**src/rtl/multicycle_sequencer_pkg.sv**
```systemverilog
// Shared definitions for the multi-cycle sequencer: state encodings and the
// RV32I major opcodes that the control decoder also understands.
package multicycle_sequencer_pkg;

  typedef enum logic [2:0] {
    ST_RESET  = 3'd0,
    ST_FETCH  = 3'd1,
    ST_DECODE = 3'd2,
    ST_EXEC   = 3'd3,
    ST_MEM    = 3'd4,
    ST_WB     = 3'd5,
    ST_FAULT  = 3'd7
  } seq_state_e;

  localparam logic [6:0] OP_LOAD   = 7'h03;
  localparam logic [6:0] OP_IMM    = 7'h13;
  localparam logic [6:0] OP_AUIPC  = 7'h17;
  localparam logic [6:0] OP_STORE  = 7'h23;
  localparam logic [6:0] OP_REG    = 7'h33;
  localparam logic [6:0] OP_LUI    = 7'h37;
  localparam logic [6:0] OP_BRANCH = 7'h63;
  localparam logic [6:0] OP_JALR   = 7'h67;
  localparam logic [6:0] OP_JAL    = 7'h6F;

  function automatic logic is_legal_opcode(input logic [6:0] op);
    return (op == OP_LOAD)  || (op == OP_IMM)    || (op == OP_AUIPC) ||
           (op == OP_STORE) || (op == OP_REG)    || (op == OP_LUI)   ||
           (op == OP_BRANCH)|| (op == OP_JALR)   || (op == OP_JAL);
  endfunction

  // Only loads and stores need a data-memory phase.
  function automatic logic is_mem_opcode(input logic [6:0] op);
    return (op == OP_LOAD) || (op == OP_STORE);
  endfunction

endpackage

```
**src/rtl/multicycle_sequencer_timer.sv**
```systemverilog
// Wait-cycle counter for the shared memory port; flags when the memory has
// stalled for MEM_TIMEOUT cycles without answering.
module mem_wait_timer #(
  parameter int MEM_TIMEOUT = 15,
  parameter int TO_W        = 4
) (
  input  logic clk,
  input  logic rst_n,
  input  logic clr,
  input  logic inc,
  output logic expired
);

  logic [TO_W-1:0] count_q;
  logic [TO_W-1:0] count_d;

  always_comb begin
    count_d = count_q;
    if (clr) begin
      count_d = '0;
    end else if (inc) begin
      count_d = count_q + 1'b1;
    end
  end

  always_ff @(posedge clk or negedge rst_n) begin
    if (!rst_n) begin
      count_q <= '0;
    end else begin
      count_q <= count_d;
    end
  end

  assign expired = (count_q == TO_W'(MEM_TIMEOUT));

endmodule

```
**src/rtl/multicycle_sequencer.sv**
```systemverilog
// Multi-cycle FETCH/DECODE/EXEC/MEM/WB sequencer around the combinational
// control decoder; gates decoder strobes into their own phase and counts retires.
module multicycle_sequencer
  import multicycle_sequencer_pkg::*;
#(
  parameter int n           = 32,
  parameter int MEM_TIMEOUT = 15,
  parameter int TO_W        = 4
) (
  input  logic         clk,
  input  logic         rst_n,
  input  logic [n-1:0] instr,
  input  logic         mem_ready,
  input  logic         ctl_RegWEn,
  input  logic         ctl_MemRw,
  input  logic         ctl_PCSel,
  output logic         mem_req,
  output logic         mem_we,
  output logic         addr_sel,
  output logic         ir_load,
  output logic         pc_load,
  output logic         RegWEn,
  output logic         PCSel,
  output logic [2:0]   state,
  output logic         fault,
  output logic [n-1:0] instret
);

  seq_state_e   state_q;
  seq_state_e   state_d;
  logic [n-1:0] instret_q;
  logic [n-1:0] instret_d;
  logic         in_mem_phase;
  logic         timer_expired;
  logic [6:0]   opcode;
  logic         unused_instr_bits;

  assign opcode            = instr[6:0];
  assign unused_instr_bits = ^instr[n-1:7];
  assign in_mem_phase      = (state_q == ST_FETCH) || (state_q == ST_MEM);

  // Outside FETCH/MEM the counter is held at zero, so each memory phase starts fresh.
  mem_wait_timer #(
    .MEM_TIMEOUT (MEM_TIMEOUT),
    .TO_W        (TO_W)
  ) u_timer (
    .clk     (clk),
    .rst_n   (rst_n),
    .clr     (!in_mem_phase || mem_ready),
    .inc     (in_mem_phase && !mem_ready),
    .expired (timer_expired)
  );

  always_ff @(posedge clk or negedge rst_n) begin
    if (!rst_n) begin
      state_q   <= ST_RESET;
      instret_q <= '0;
    end else begin
      state_q   <= state_d;
      instret_q <= instret_d;
    end
  end

  // A ready in the same cycle as the timeout takes priority over the fault.
  always_comb begin
    state_d   = state_q;
    instret_d = instret_q;
    case (state_q)
      ST_RESET:  state_d = ST_FETCH;
      ST_FETCH: begin
        if (mem_ready) begin
          state_d = ST_DECODE;
        end else if (timer_expired) begin
          state_d = ST_FAULT;
        end
      end
      ST_DECODE: state_d = is_legal_opcode(opcode) ? ST_EXEC : ST_FAULT;
      ST_EXEC:   state_d = is_mem_opcode(opcode) ? ST_MEM : ST_WB;
      ST_MEM: begin
        if (mem_ready) begin
          state_d = ST_WB;
        end else if (timer_expired) begin
          state_d = ST_FAULT;
        end
      end
      ST_WB: begin
        state_d   = ST_FETCH;
        instret_d = instret_q + 1'b1;
      end
      ST_FAULT:  state_d = ST_FAULT;
      default:   state_d = ST_FAULT;
    endcase
  end

  always_comb begin
    mem_req  = 1'b0;
    mem_we   = 1'b0;
    addr_sel = 1'b0;
    ir_load  = 1'b0;
    pc_load  = 1'b0;
    RegWEn   = 1'b0;
    PCSel    = 1'b0;
    fault    = 1'b0;
    case (state_q)
      ST_FETCH: begin
        mem_req = 1'b1;
        ir_load = mem_ready;
      end
      ST_MEM: begin
        mem_req  = 1'b1;
        addr_sel = 1'b1;
        mem_we   = ctl_MemRw;
      end
      ST_WB: begin
        pc_load = 1'b1;
        RegWEn  = ctl_RegWEn;
        PCSel   = ctl_PCSel;
      end
      ST_FAULT: fault = 1'b1;
      default: ;
    endcase
  end

  assign state   = state_q;
  assign instret = instret_q;

endmodule

```
**config.mk**
```make
export PLATFORM = sky130hd
export DESIGN_NAME = multicycle_sequencer
export DESIGN_NICKNAME = d
export VERILOG_FILES = /design/src/rtl/multicycle_sequencer_pkg.sv /design/src/rtl/multicycle_sequencer_timer.sv /design/src/rtl/multicycle_sequencer.sv
export SDC_FILE = /design/constraint.sdc
export NUM_CORES = 1
export LEC_CHECK = 0
export ABC_AREA = 1
export ABC_CLOCK_PERIOD_IN_PS = 2200
export BUFFER_PORTS_ARGS = -buffer_cell sky130_fd_sc_hd__clkbuf_2
export CORE_MARGIN = 3
export CORE_UTILIZATION = 53
export CTS_CLUSTER_DIAMETER = 100
export DETAILED_ROUTE_END_ITERATION = 16
export PLACE_DENSITY = 0.85
export SLEW_MARGIN = 20
export SYNTH_ARGS = -nofsm -noshare
export SYNTH_HDL_FRONTEND = slang
export SYNTH_SLANG_ARGS = --single-unit
```
**constraint.sdc**
```tcl
create_clock -name clk -period 2.2 [get_ports clk]
set_input_delay 0.44 -clock clk [delete_from_list [all_inputs] [get_ports clk]]
set_output_delay 0.44 -clock clk [all_outputs]
set_load 0.005 [all_outputs]
```
### Word-level counts from Yosys, hierarchy flattened

Index checks and enable logic that the tools add are counted.

* add/sub/neg operators: 2
* equal/unequal tests: 16
* muxes and demuxes: 16
* reductions and logical operators: 18

Operator list (count)
* $add A32 B1 Y32 const B: 1
* $eq A7 B6 Y1 const B: 3
* $eq A7 B7 Y1 const B: 3
* $pmux W3 S5: 1
* $eq A7 B5 Y1 const B: 2
* $mux W3: 4
* $logic_or A1 B1 Y1: 11
* $eq A3 B3 Y1 const B: 3
* $mux W1: 9
* $mux W4: 2
* $eq A7 B2 Y1 const B: 1
* $eq A3 B2 Y1 const B: 2
* $add A4 B1 Y4 const B: 1
* $eq A4 B4 Y1 const B: 1
* $reduce_or A2 Y1: 2
* $eq A3 B1 Y1 const B: 1
* $logic_not A3 Y1: 1
* $logic_not A1 Y1: 2
* $reduce_bool A2 Y1: 1
* $logic_and A1 B1 Y1: 1

* register bits: 39
* bits of input ports: 38
* output and inout bits: 43
* logic and storage cells: 55

### Logic depth before layout (Yosys ltp)

Gate-level depths: netlist (run 1).

* word-level depth: 11
* mapped depth: 9
* depth with buffers taken out: 9

### By module

From an unflattened synthesis (run 1), not the netlist that was laid out.

* cells, all modules: 307
* area total of the unflattened synthesis: 2366.0 um^2

Modules (own cells, without submodules)
* multicycle_sequencer: times used 1, cells an instance 281, area an instance 2154.6 um^2, seq. area each 875.8 um^2
* mem_wait_timer: times used 1, cells an instance 26, area an instance 211.5 um^2, seq. area each 100.1 um^2

### Least setup slack after synthesis (run 1)

Ideal clock, no wire load.

* path type: reg-to-output
* start: register state_q[2], in the netlist state[2]
* end: output ir_load
* arrival: 0.952 ns
* required time: 1.760 ns
* slack: 0.808 ns
* stages on the path, launching flop included: 6
* buffers on the path: 0
* cell sequence: dfrtp_1 -> inv_1 -> nand2_1 -> nor2_1 -> inv_1 -> nor2_1

* longest elaborated chain between the ends: 2

Ends and longest elaborated chain
* from (decl): RTL line multicycle_sequencer.sv:29 `seq_state_e state_q;`
* from (signal assigned): RTL line multicycle_sequencer.sv:59 `state_q <= state_d;`
* $eq A3 B1 Y1: RTL line multicycle_sequencer.sv:104 `case (state_q)`
* $mux W1: RTL line multicycle_sequencer.sv:104
* to (decl): RTL line multicycle_sequencer.sv:20 `output logic ir_load,`

Every way passes these cells.

### Final worst setup path (run 1)

* start: register state_q[2], in the netlist state[2]
* end: output mem_req

* longest elaborated chain between the ends: 3
* elaborated cells on any way between the ends: 4

Ends and longest elaborated chain
* $eq A3 B1 Y1 / $eq A3 B3 Y1 (equally long branches): RTL line multicycle_sequencer.sv:104
* $reduce_or A2 Y1 (no line) *
* $mux W1 *: RTL line multicycle_sequencer.sv:104
* to (decl): RTL line multicycle_sequencer.sv:17 `output logic mem_req,`

Mark *: on every way between the ends. The rest lies on a longest branch, timed or not.

==> results by group, run 1 <==
Power and ir drop
  – Reg power frac: 46.9%
  – Power density cells: slightly above 700 mW/mm^2
  – Worst IR Drop VDD: 0.000657 V
  – Gate power share: 25.3%
  – Lkg Pwr: ~1.6 nW
  – Clk network pwr share: 27.8%
  – Overall power: 1.95 mW
  – Internal power: 1.29 mW
  – Switching Share: 33.7%
  – Sw power: about 0.66 mW

Placement
  – RePlAce Congestion: 0.857
  – Port Buffers: 55
  – Post-DP HPWL: about 3800 um
  – Pre-CTS setup slack: 0.615 ns

STA
  – Min Clock Period, post-route: 1.91 ns
  – Worst slew margin: 66.4%
  – Final Hold Fails: 0
  – Fmax: between 500 and 600 MHz
  – RSZ-0062 raised after global routing: false
  – Period utilization: 86.8%
  – Final setup viols: 0
  – Min Hold Slack: between 0.15 and 0.2 ns
  – Final Max Slew Viols: 0
  – Setup Total Neg Slack: 0 ns
  – Final critical-path setup slack: 0.290 ns
  – Tightest Pin Transition: 0.504 ns
  – Post-Route Skew: 0.00587 ns

Clocking
  – CTS H-tree lvls: 2
  – Clock-pin slew on the worst setup and hold paths: 0.08 ns
  – CTS max path bufs: 2
  – Setup Buffers After CTS: 0
  – Clock Latency Late Sink: 0.29 ns
  – CTS root buf: clkbuf_8
  – Num CTS Buffers: 5
  – CTS sink count: 39
  – CTS Hold Buffers Added: 0
  – Post-CTS Resized: 0
  – CTS tree: built

GRT
  – Largest net degree at the start of global routing: 40
  – Antenna violations before repair: 0
  – Gr ovfl total: 0
  – Vias in the first global route: 1883
  – Gr usage total: 21.3%
  – First-pass GRT wire length: 8510 um

Setup path
  – CP Capture Type: output pin
  – Worst path required time: 1.76 ns
  – Critical path startpoint category: flip-flop
  – R2r setup slk: 0.68 ns
  – Reg2reg start: instret[0]
  – Critical path origin: state[2]
  – Worst path cell trace: inv_1 -> nand2_1 -> nor2_1 -> inv_1 -> nand2_1 -> clkbuf_2
  – Crit Path Category: reg2out
  – CP max FO: 5
  – CP max stage delay: 0.45 ns
  – CP arrival: 1.47 ns
  – Slowest-stage cell, CP: dfrtp_1

Finish
  – Syn-to-layout area delta: 19.8%
  – Layout cells sized above 1: 23.9%
  – FF/Latch Area: 976 um^2
  – Layout Nets: 390
  – Final core utilization: between 60% and 70%
  – Multi-input logic area: approximately 0.0011 mm^2
  – Fillers: 330
  – Antenna diodes: 0

Die
  – Starting density of the core: 55.4%
  – Num ports: 81
  – Die height: 71.1 um
  – Core area: 0.00406 mm^2
  – Die area: 0.00506 mm^2
  – Die Wd: 71.1 um
  – Num rows: 23

Synthesis
  – Mapped Area: 0.00225 mm^2
  – Cell count after synthesis: 287
  – Net Count, Synth: 327
  – Synth cell types: 26
  – Syn avg cell area: ~8 um^2
  – Ys Warns: 0
  – Synth Register Bits: 39
  – Post-synthesis sequential area ratio: 43.4%

Route
  – Vias: 2030
  – Antenna Nets Post-Route: 0
  – Routed WL per cell: around 12 um
  – Routed wire length: 5000 um
  – First-pass iteration count of the detailed router: 4
  – DRC: 0
  – Via-to-Cell Ratio: ~5
  – Initial DRC Count: 118

Flow run
  – Max_cap viols: 0

Hold path
  – Worst hold-check path type: in2async

Outcome
  – Run status: completed
[synth_stat cells]
cell | count | area (um^2)
nor2_8 | 3 | 60.1
a31oi_1 | 1 | 6.26
o21ai_0 | 4 | 20.0
nor2_2 | 3 | 18.8
a21oi_1 | 2 | 10.0
xnor2_1 | 8 | 70.1
nand2_2 | 4 | 25.0
nand2_1 | 80 | 300
o21ai_1 | 1 | 5.00
and2_1 | 1 | 6.26
inv_1 | 44 | 165
ha_1 | 2 | 25.0
nor3_2 | 1 | 10.0
inv_2 | 1 | 3.75
nand4_1 | 12 | 75.1
nand3_1 | 18 | 90.1
nor2_4 | 3 | 33.8
nand3_2 | 3 | 30.0
xor2_1 | 11 | 96.3
nand3b_1 | 3 | 22.5
nand3_4 | 1 | 17.5
nor3_1 | 4 | 20.0
o22ai_1 | 1 | 6.26
nor2_1 | 35 | 131
nand2_4 | 2 | 22.5
dfrtp_1 | 39 | 976
[layout make-up]
type                            instances  area share [%]
Multi-Input combinational cell        203            40.9
Sequential cell                        39            36.2
Timing Repair Buffer                   56            10.5
Inverter                               45            6.27
Clock buffer                            8            3.72
Tap cell                               50            2.32
[cell usage in the layout (no fill, tap or decap), drive strengths merged, types with 2 or more instances in the layout]
cell type,count
clkbuf,63
nand4,12
nand3,22
a21oi,2
nor2,44
nand3b,3
inv,45
o21ai,5
nor3,5
ha,2
dfrtp,39
xnor2,8
xor2,11
nand2,86
[per-layer routing]
| layer | GRT usage, % | vias to the layer above | wire length (um) |
|---|---|---|---|
| li1 | - | 1017 | - |
| met4 | 8.35 | 0 | 86 |
| met2 | 34.3 | 41 | 2530 |
| met1 | 26.9 | 963 | 2180 |
| met3 | 6.25 | 9 | 208 |
| met5 | 0 | - | 0 |
[power by group through the flow]
stage,combinational [mW],sequential (mW),clock [mW]
2_1_floorplan,0.301,0.915,0
5_1_grt,0.559,0.929,0.574
6_report,0.492,0.913,0.540
4_1_cts,0.499,0.914,0.540
3_3_place_gp,0.483,0.920,0
3_5_place_dp,0.496,0.927,0
[sequential cells by signal (all words and copies together) (netlist names)]
name and flops:
u_timer.count_q 4, state 3, instret 32
[worst max-delay path, delay by kind of cell (launching register included)]
| family | cells | cell delay [ns] |
|---|---|---|
| and+or+nand+nor | 3 | 0.35 |
| buffers and inverters | 3 | 0.37 |
| DFF | 1 | 0.45 |
[worst paths after layout]
kind	endpoint	cells after the start
worst min-delay path	instret[7]	2
max in group asynchronous	instret[18]	2
worst max register to register	instret[24]	8
min in group clk	state[1]	4
worst min register to register	u_timer.count_q[0]	1
worst max-delay path	mem_req	6
[stage by stage]
| stage | area [um^2] | instances |
|---|---|---|
| final | 2690 | 401 |
| after global routing | 2690 | 401 |
| after CTS | 2690 | 401 |
| after detailed placement | 2590 | 393 |
| after global placement | 2590 | 393 |
| after floorplan | 2250 | 287 |
[kinds of logic (layout without fill, tap and decap cells)]
logic type / after synthesis / in the layout / synth area share (%)
compound gates: 9 / 9 / 2.12
fa+ha+maj: 2 / 2 / 1.11
buf+inv: 45 / 109 / 7.52
xor+xnor: 19 / 19 / 7.41
simple gates: 173 / 173 / 38.4
flops: 39 / 39 / 43.4
(Power assumes the default switching activity.)
==> run 2: changes to the inputs <==
--- a/config.mk
+++ b/config.mk
@@ -9,11 +9,13 @@
 export ABC_CLOCK_PERIOD_IN_PS = 2200
 export BUFFER_PORTS_ARGS = -buffer_cell sky130_fd_sc_hd__clkbuf_2
 export CORE_MARGIN = 3
-export CORE_UTILIZATION = 53
+export CORE_UTILIZATION = 54
 export CTS_CLUSTER_DIAMETER = 100
 export DETAILED_ROUTE_END_ITERATION = 16
 export PLACE_DENSITY = 0.85
 export SLEW_MARGIN = 20
 export SYNTH_ARGS = -nofsm -noshare
 export SYNTH_HDL_FRONTEND = slang
+export SYNTH_HIERARCHICAL = 1
 export SYNTH_SLANG_ARGS = --single-unit
+export TNS_END_PERCENT = 10
==> run 2 against run 1 <==
  * Clock skew up 0.00084 ns
  * Critical path type unchanged
  * Sequential share of layout area down 1.4 points
  * Global-route usage down 0.43 points
  * Area after synthesis up 5.3%
  * Critical endpoint unchanged
  * Die area up 3.1%
==> results by group, run 2 <==
Clocking
  – CTS root buf: clkbuf_8
  – CTS tree: built
  – CTS H-tree lvls: 2 (unchanged)
  – Clock-pin slew on the worst setup and hold paths: 0.08 ns (about the same)
  – Post-CTS Resized: 0 (unchanged)
  – CTS sink count: 39 (unchanged)
  – CTS Hold Buffers Added: 0 (unchanged)
  – Num CTS Buffers: 5 (unchanged)
  – CTS max path bufs: 2 (unchanged)
  – Setup Buffers After CTS: 0 (unchanged)
  – Clock Latency Late Sink: 0.29 ns (about the same)

Finish
  – Syn-to-layout area delta: 18.5%
  – Layout Nets: 409 (+4.9%)
  – Commonest non-fill, non-tap cell in the layout: nand2_1
  – Final core utilization: 68.1% (+1.8 points)
  – Antenna diodes: 0 (unchanged)
  – Largest register FFs: 32 (unchanged)
  – Layout cells sized above 1: 23.3% (-0.63 points)
  – Most frequent cells in the layout: nand2_1 (86), clkbuf_2 (55), inv_1 (42)

Synthesis
  – Mapped Area: 0.00237 mm^2 (+5.3%)
  – Synth Register Bits: 39 (unchanged)
  – Synth cell types: 31 (+19%)
  – Top FF cell, synth: dfrtp_1
  – Largest area contributor in the netlist: dfrtp_1
  – Net Count, Synth: 347 (+6.1%)
  – Largest cells by area after synthesis: dfrtp_1 (41%), nand2_1 (14%), inv_1 (6.7%)
  – Share of flip-flops with an asynchronous set or reset: 100% (unchanged)
  – Cell count after synthesis: 307 (+7.0%)
  – Syn avg cell area: 7.71 um^2 (-1.6%)
  – Count leader, synth: nand2_1
  – Ys Warns: 6 (+6)
  – Post-synthesis sequential area ratio: 41.2% (-2.2 points)
  – Commonest cells post-synth: nand2_1 (86), inv_1 (42), dfrtp_1 (39), nor2_1 (39), nand3_1 (21)
  – EDFF count, synth: 0 (unchanged)
  – Synth top area share: 41.2% (-2.2 points)

Die
  – Core area: 0.00412 mm^2 (+1.4%)
  – Num ports: 81 (unchanged)
  – Die Wd: 72.2 um (+1.5%)
  – Starting density of the core: 57.5% (+2.1 points)
  – Die area: 0.00521 mm^2 (+3.1%)
  – Die height: 72.2 um (+1.5%)
  – Num rows: 23 (unchanged)

GRT
  – Top Usage Layer GRT: met2
  – Gr ovfl total: 0 (unchanged)
  – Met3 usage: 4.02% (-2.2 points)
  – Gr usage total: 20.8% (-0.43 points)
  – Antenna violations before repair: 0 (unchanged)
  – GR Util met1: 26.0% (-0.87 points)
  – First-pass GRT wire length: 8700 um (+2.2%)
  – Largest net degree at the start of global routing: 21 (-48%)
  – Vias in the first global route: 1995 (+5.9%)
  – GR Util met2: 35.9% (+1.6 points)

Power and ir drop
  – Lkg Pwr: 1.57 nW (+1.5%)
  – Worst IR Drop VDD: 0.000629 V (-4.3%)
  – Power density cells: 729 mW/mm^2 (+0.89%)

Setup path
  – CP max FO: 5 (unchanged)
  – R2r setup slk: 0.55 ns (-0.13 ns)
  – Reg-to-Reg End: u_timer/count_q[3]
  – Worst path required time: 1.76 ns (about the same)
  – Crit Path Category: reg2out
  – CP Capture Type: output pin
  – Reg2reg start: state[1]
  – FF-to-FF path depth: 12 (+4)
  – CP arrival: 1.34 ns (-0.13 ns)
  – Critical path startpoint category: flip-flop

Flow run
  – Max_cap viols: 0 (unchanged)

Route
  – Via-to-Cell Ratio: 5.12 (+1.2%)
  – Routed wire length: 5190 um (+3.9%)
  – Routed WL per cell: 12.4 um (-0.54%)
  – Initial DRC Count: 102 (-14%)
  – Antenna Nets Post-Route: 0 (unchanged)
  – DRC: 0 (unchanged)
  – Vias: 2147 (+5.8%)
  – First-pass iteration count of the detailed router: 4 (unchanged)

STA
  – Min Clock Period, post-route: 1.78 ns (-0.126 ns)
  – Final setup viols: 0 (unchanged)
  – Tightest Pin Transition: 0.536 ns (+0.0319 ns)
  – RSZ-0062 raised after global routing: false
  – Setup Total Neg Slack: 0 ns (unchanged)
  – Period utilization: 81.1% (-5.7 points)
  – Final Hold Fails: 0 (unchanged)
  – Post-Route Skew: 0.00671 ns (+0.000837 ns)
  – Worst slew margin: 64.3% (-2.1 points)
  – Final Max Slew Viols: 0 (unchanged)
  – Fmax: 561 MHz (+7.1%)

Placement
  – Post-DP HPWL: 4140 um (+8.5%)
  – RePlAce Congestion: 0.827 (-3.5%)
  – Port Buffers: 55 (unchanged)

Hold path
  – Worst hold-check path type: in2async

Outcome
  – Run status: completed
-- run 2: routing by layer --
layer / vias up / wire, um
met3: 11 / 228
met4: 0 / 87
met5: - / 0
li1: 1090 / -
met2: 48 / 2540
met1: 998 / 2340
-- run 2: worst max-delay path: stages, from the launching register on --
cell	delay [ns]
dfrtp_1	0.44
inv_2	0.13
nand2_1	0.08
nor2_1	0.13
inv_1	0.08
nand2_1	0.08
clkbuf_2	0.12
-- run 2: per-stage QoR --
step | hold slack [ns] | total power, mW | worst slack [ns] | area [um^2] | std cells
floorplan | 0.144 | 1.35 | 0.706 | 2370 | 307
global placement | 0.433 | 1.55 | 0.603 | 2720 | 412
detailed placement | 0.438 | 1.58 | 0.560 | 2720 | 412
CTS | 0.128 | 2.07 | 0.412 | 2800 | 419
global route | 0.159 | 2.17 | 0.265 | 2800 | 419
finish | 0.115 | 2.04 | 0.416 | 2800 | 419
-- run 2: power breakdown --
| group | internal (mW) | total (mW) | switching, mW |
|---|---|---|---|
| registers | 0.800 | 0.916 | 0.116 |
| clock network | 0.246 | 0.490 | 0.244 |
| logic | 0.256 | 0.638 | 0.382 |
-- run 2: cells by family after synthesis --
logic type               Yosys count  share of synthesized area [%]
flip-flops                        39                           41.2
XOR/XNOR                          20                           7.40
buffers and inverters             47                           7.83
AO/OA/AOI/OAI                     13                           3.12
AND/OR/NAND/NOR                  186                           39.3
adder cells (fa/ha/maj)            2                           1.06
-- run 2: final cells by class --
type | instances | area, um^2
sequential | 39 | 976
tap | 50 | 62.6
clock inverter | 1 | 5.00
inverter | 46 | 178
multi-input combinational | 221 | 1200
clock buffer | 6 | 82.6
timing repair buffer | 56 | 295
fill | 352 | 1310
-- run 2: worst max path at each step --
stage                        start                 end  slack [ns]  depth (start not counted)
final                     state[1]             mem_req        0.42                          6
after global routing      state[1]             ir_load        0.26                          6
after CTS                 state[1]             ir_load        0.41                          6
after detailed placement  state[1]  u_timer/count_q[3]        0.56                         12
after global placement    state[1]  u_timer/count_q[3]        0.60                         12
after floorplan           state[1]  u_timer/count_q[3]        0.71                         12
==> run 3: changes to the inputs <==
--- a/config.mk
+++ b/config.mk
@@ -6,13 +6,13 @@
 export NUM_CORES = 1
 export LEC_CHECK = 0
 export ABC_AREA = 1
-export ABC_CLOCK_PERIOD_IN_PS = 2200
+export ABC_CLOCK_PERIOD_IN_PS = 1600
 export BUFFER_PORTS_ARGS = -buffer_cell sky130_fd_sc_hd__clkbuf_2
 export CORE_MARGIN = 3
-export CORE_UTILIZATION = 54
+export CORE_UTILIZATION = 45
 export CTS_CLUSTER_DIAMETER = 100
 export DETAILED_ROUTE_END_ITERATION = 16
-export PLACE_DENSITY = 0.85
+export PLACE_DENSITY = 0.76
 export SLEW_MARGIN = 20
 export SYNTH_ARGS = -nofsm -noshare
 export SYNTH_HDL_FRONTEND = slang
==> constraint.sdc (replaced) <==
create_clock -name clk -period 1.6 [get_ports clk]
set_input_delay 0.32 -clock clk [delete_from_list [all_inputs] [get_ports clk]]
set_output_delay 0.32 -clock clk [all_outputs]
set_load 0.005 [all_outputs]
==> run 3 against run 2 <==
  * The run now ends with setup timing left
  * Worst hold slack better by 0.17 ns
  * Critical path depth unchanged
  * Combinational power is 66% higher
  * Die area increased by 18%
  * Total power is 62% higher
  * Via count increased by 2.2%
  * Sequential share of layout area is 2.2 points lower
  * Worst setup slack got worse by 0.43 ns
  * Clock-buffer cell count fell by 1
  * Design area up 7.1%
  * Clock power is 100% higher
  * Critical path type unchanged
  * Critical endpoint is now ir_load
  * Largest cell class unchanged
  * Largest power group unchanged
==> results by group, run 3 (synthesized netlist as in run 2, its figures left out) <==
Outcome
  – Run status: finished with violations
  – Failing checks: setup timing

Finish
  – Layout Nets: 420 (+2.7%)
  – Commonest non-fill, non-tap cell in the layout: nand2_1
  – Post-Layout Inst Area: 0.00300 mm^2 (+7.1%)
  – Antenna diodes: 0 (unchanged)
  – Most frequent cells in the layout: nand2_1 (84), clkbuf_2 (54), inv_1 (39)
  – Syn-to-layout area delta: 26.9%
  – Largest register FFs: 32 (unchanged)
  – Layout cells sized above 1: 28.1% (+4.8 points)

Die
  – Die height: 78.5 um (+8.7%)
  – Num ports: 81 (unchanged)
  – Core area: 0.00491 mm^2 (+19%)
  – Num rows: 25 (+8.7%)
  – Die Wd: 78.5 um (+8.7%)
  – Starting density of the core: 48.2% (-9.3 points)
  – Die area: 0.00616 mm^2 (+18%)

Route
  – Routed wire length: 5240 um (+0.83%)
  – Antenna Nets Post-Route: 0 (unchanged)
  – Via-to-Cell Ratio: 4.90 (-4.4%)
  – DRC: 0 (unchanged)
  – Routed WL per cell: 11.7 um (-5.7%)
  – Initial DRC Count: 90 (-12%)
  – Vias: 2194 (+2.2%)
  – First-pass iteration count of the detailed router: 5 (+1)

Setup path
  – Crit Path Category: reg2out
  – Critical path startpoint category: flip-flop
  – CP Capture Type: output pin
  – R2r setup slk: 0.06 ns (-0.49 ns)
  – Most used cell, CP: inv_2
  – FF-to-FF path depth: 8 (-4)
  – Slowest-stage cell, CP: dfrtp_1
  – CP arrival: 1.29 ns (-0.05 ns)
  – CP max stage delay: 0.39 ns (-0.05 ns)
  – Worst path required time: 1.28 ns (-0.48 ns)
  – Reg2reg start: state[2]
  – CP max FO: 5 (unchanged)
  – Reg-to-Reg End: instret[26]
  – Worst path cell trace: inv_2 -> nand2_2 -> nor2_4 -> inv_2 -> nor2_1 -> buf_2

STA
  – Final critical-path setup slack: -0.0126 ns (-0.429 ns)
  – Setup Total Neg Slack: -0.0126 ns (-0.0126 ns)
  – Min Clock Period, post-route: 1.61 ns
  – Final Hold Fails: 0 (unchanged)
  – Period utilization: 101%
  – RSZ-0062 raised after global routing: true
  – Worst slew margin: 70.8% (+6.6 points)
  – Final Max Slew Viols: 0 (unchanged)
  – Final setup viols: 1 (+1)
  – Tightest Pin Transition: 0.437 ns (-0.0984 ns)
  – Post-Route Skew: 0.00978 ns (+0.00307 ns)
  – Fmax: 620 MHz

Hold path
  – Worst hold-check path type: in2reg
  – Hold-critical path depth: 3
  – Min-delay src: mem_ready
  – Hold worst-path end: state[1]

Clocking
  – CTS tree: built
  – CTS root buf: clkbuf_8
  – Clock-pin slew on the worst setup and hold paths: 0.07 ns (about the same)
  – Num CTS Buffers: 5 (unchanged)
  – CTS sink count: 39 (unchanged)
  – CTS max path bufs: 2 (unchanged)
  – Clock Latency Late Sink: 0.29 ns (about the same)
  – CTS H-tree lvls: 2 (unchanged)

Placement
  – Port Buffers: 55 (unchanged)
  – Post-DP HPWL: 4070 um (-1.6%)
  – Cell Area, Placed: 0.00279 mm^2 (+2.7%)
  – RePlAce Congestion: 0.844 (+1.9%)

GRT
  – Gr ovfl total: 0 (unchanged)
  – Antenna violations before repair: 0 (unchanged)
  – First-pass GRT wire length: 9050 um (+4.0%)
  – Vias in the first global route: 2040 (+2.3%)
  – Gr usage total: 18.1% (-2.7 points)
  – Largest net degree at the start of global routing: 24 (+14%)

Power and ir drop
  – Overall power: 3.32 mW (+62%)
  – Power density cells: 1100 mW/mm^2 (+52%)
  – Worst IR Drop VDD: 0.000577 V (-8.2%)
  – Lkg Pwr: 1.65 nW (+4.5%)

Flow run
  – Max_cap viols: 0 (unchanged)
==> run 3: cell count changes in the layout (fill, tap and decap cells not counted), sizes merged <==
cell | before | now
clkinvlp | 0 | 1
dlygate4sd3 | 0 | 1
buf | 1 | 12
bufinv | 0 | 2
clkinv | 2 | 1
clkbuf | 61 | 59
==> run 3: how the worst max path moves through the flow <==
stage | from | slack (ns) | cells past startpoint | endpoint
after floorplan | state[1] | 0.11 | 12 | u_timer/count_q[3]
after global placement | state[1] | 0.06 | 12 | u_timer/count_q[3]
after detailed placement | state[1] | 0.02 | 12 | u_timer/count_q[3]
after CTS | state[1] | -0.006 | 6 | ir_load
after global routing | state[1] | -0.14 | 6 | ir_load
final | state[1] | -0.01 | 6 | ir_load
==> run 3: stage by stage <==
step	utilization (%)	instances	setup slack (ns)	hold slack, ns
2_1_floorplan	-	307	0.106	0.0244
3_3_place_gp	56.8	436	0.0622	0.281
3_5_place_dp	56.8	436	0.0215	0.281
4_1_cts	60.2	447	-0.00552	0.277
5_1_grt	61.1	448	-0.135	0.307
6_report	61.1	448	-0.0126	0.288
==> run 3: power breakdown <==
| part | internal (mW) | leakage [nW] | total, mW | switching (mW) |
|---|---|---|---|---|
| Sequential | 1.11 | 0.528 | 1.27 | 0.162 |
| Combinational | 0.472 | 1.05 | 1.06 | 0.590 |
| Clock | 0.622 | 0.0644 | 0.985 | 0.363 |
==> run 3: timing repair <==
item	CTS	global route
setup endpoints to repair	6	13
resized for setup	3	13
pin swaps	0	2
setup buffers	3	1
endpoints found under the hold margin	16	0
hold buffers	1	0
==> run 3: critical path: cells and delay by family (launching register included) <==
family | cells | cell delay (ns)
DFF | 1 | 0.39
and+or+nand+nor | 3 | 0.32
buffers and inverters | 3 | 0.30
==> run 3: layout make-up <==
type | count | area [um^2]
Clock buffer | 5 | 68.8
Clock inverter | 3 | 67.6
Fill cell | 440 | 1910
Inverter | 46 | 178
Multi-Input combinational cell | 221 | 1240
Sequential cell | 39 | 978
Tap cell | 67 | 83.8
Timing Repair Buffer | 67 | 388
==> run 3: layer usage <==
| layer | up-vias | GRT usage [%] | part of all wire (%) |
|---|---|---|---|
| met3 | 6 | 3.78 | 3.6 |
| met2 | 46 | 30.2 | 50 |
| met5 | - | 0 | 0 |
| met4 | 0 | 4.55 | 0.82 |
| met1 | 1034 | 23.9 | 46 |
| li1 | 1108 | - | - |
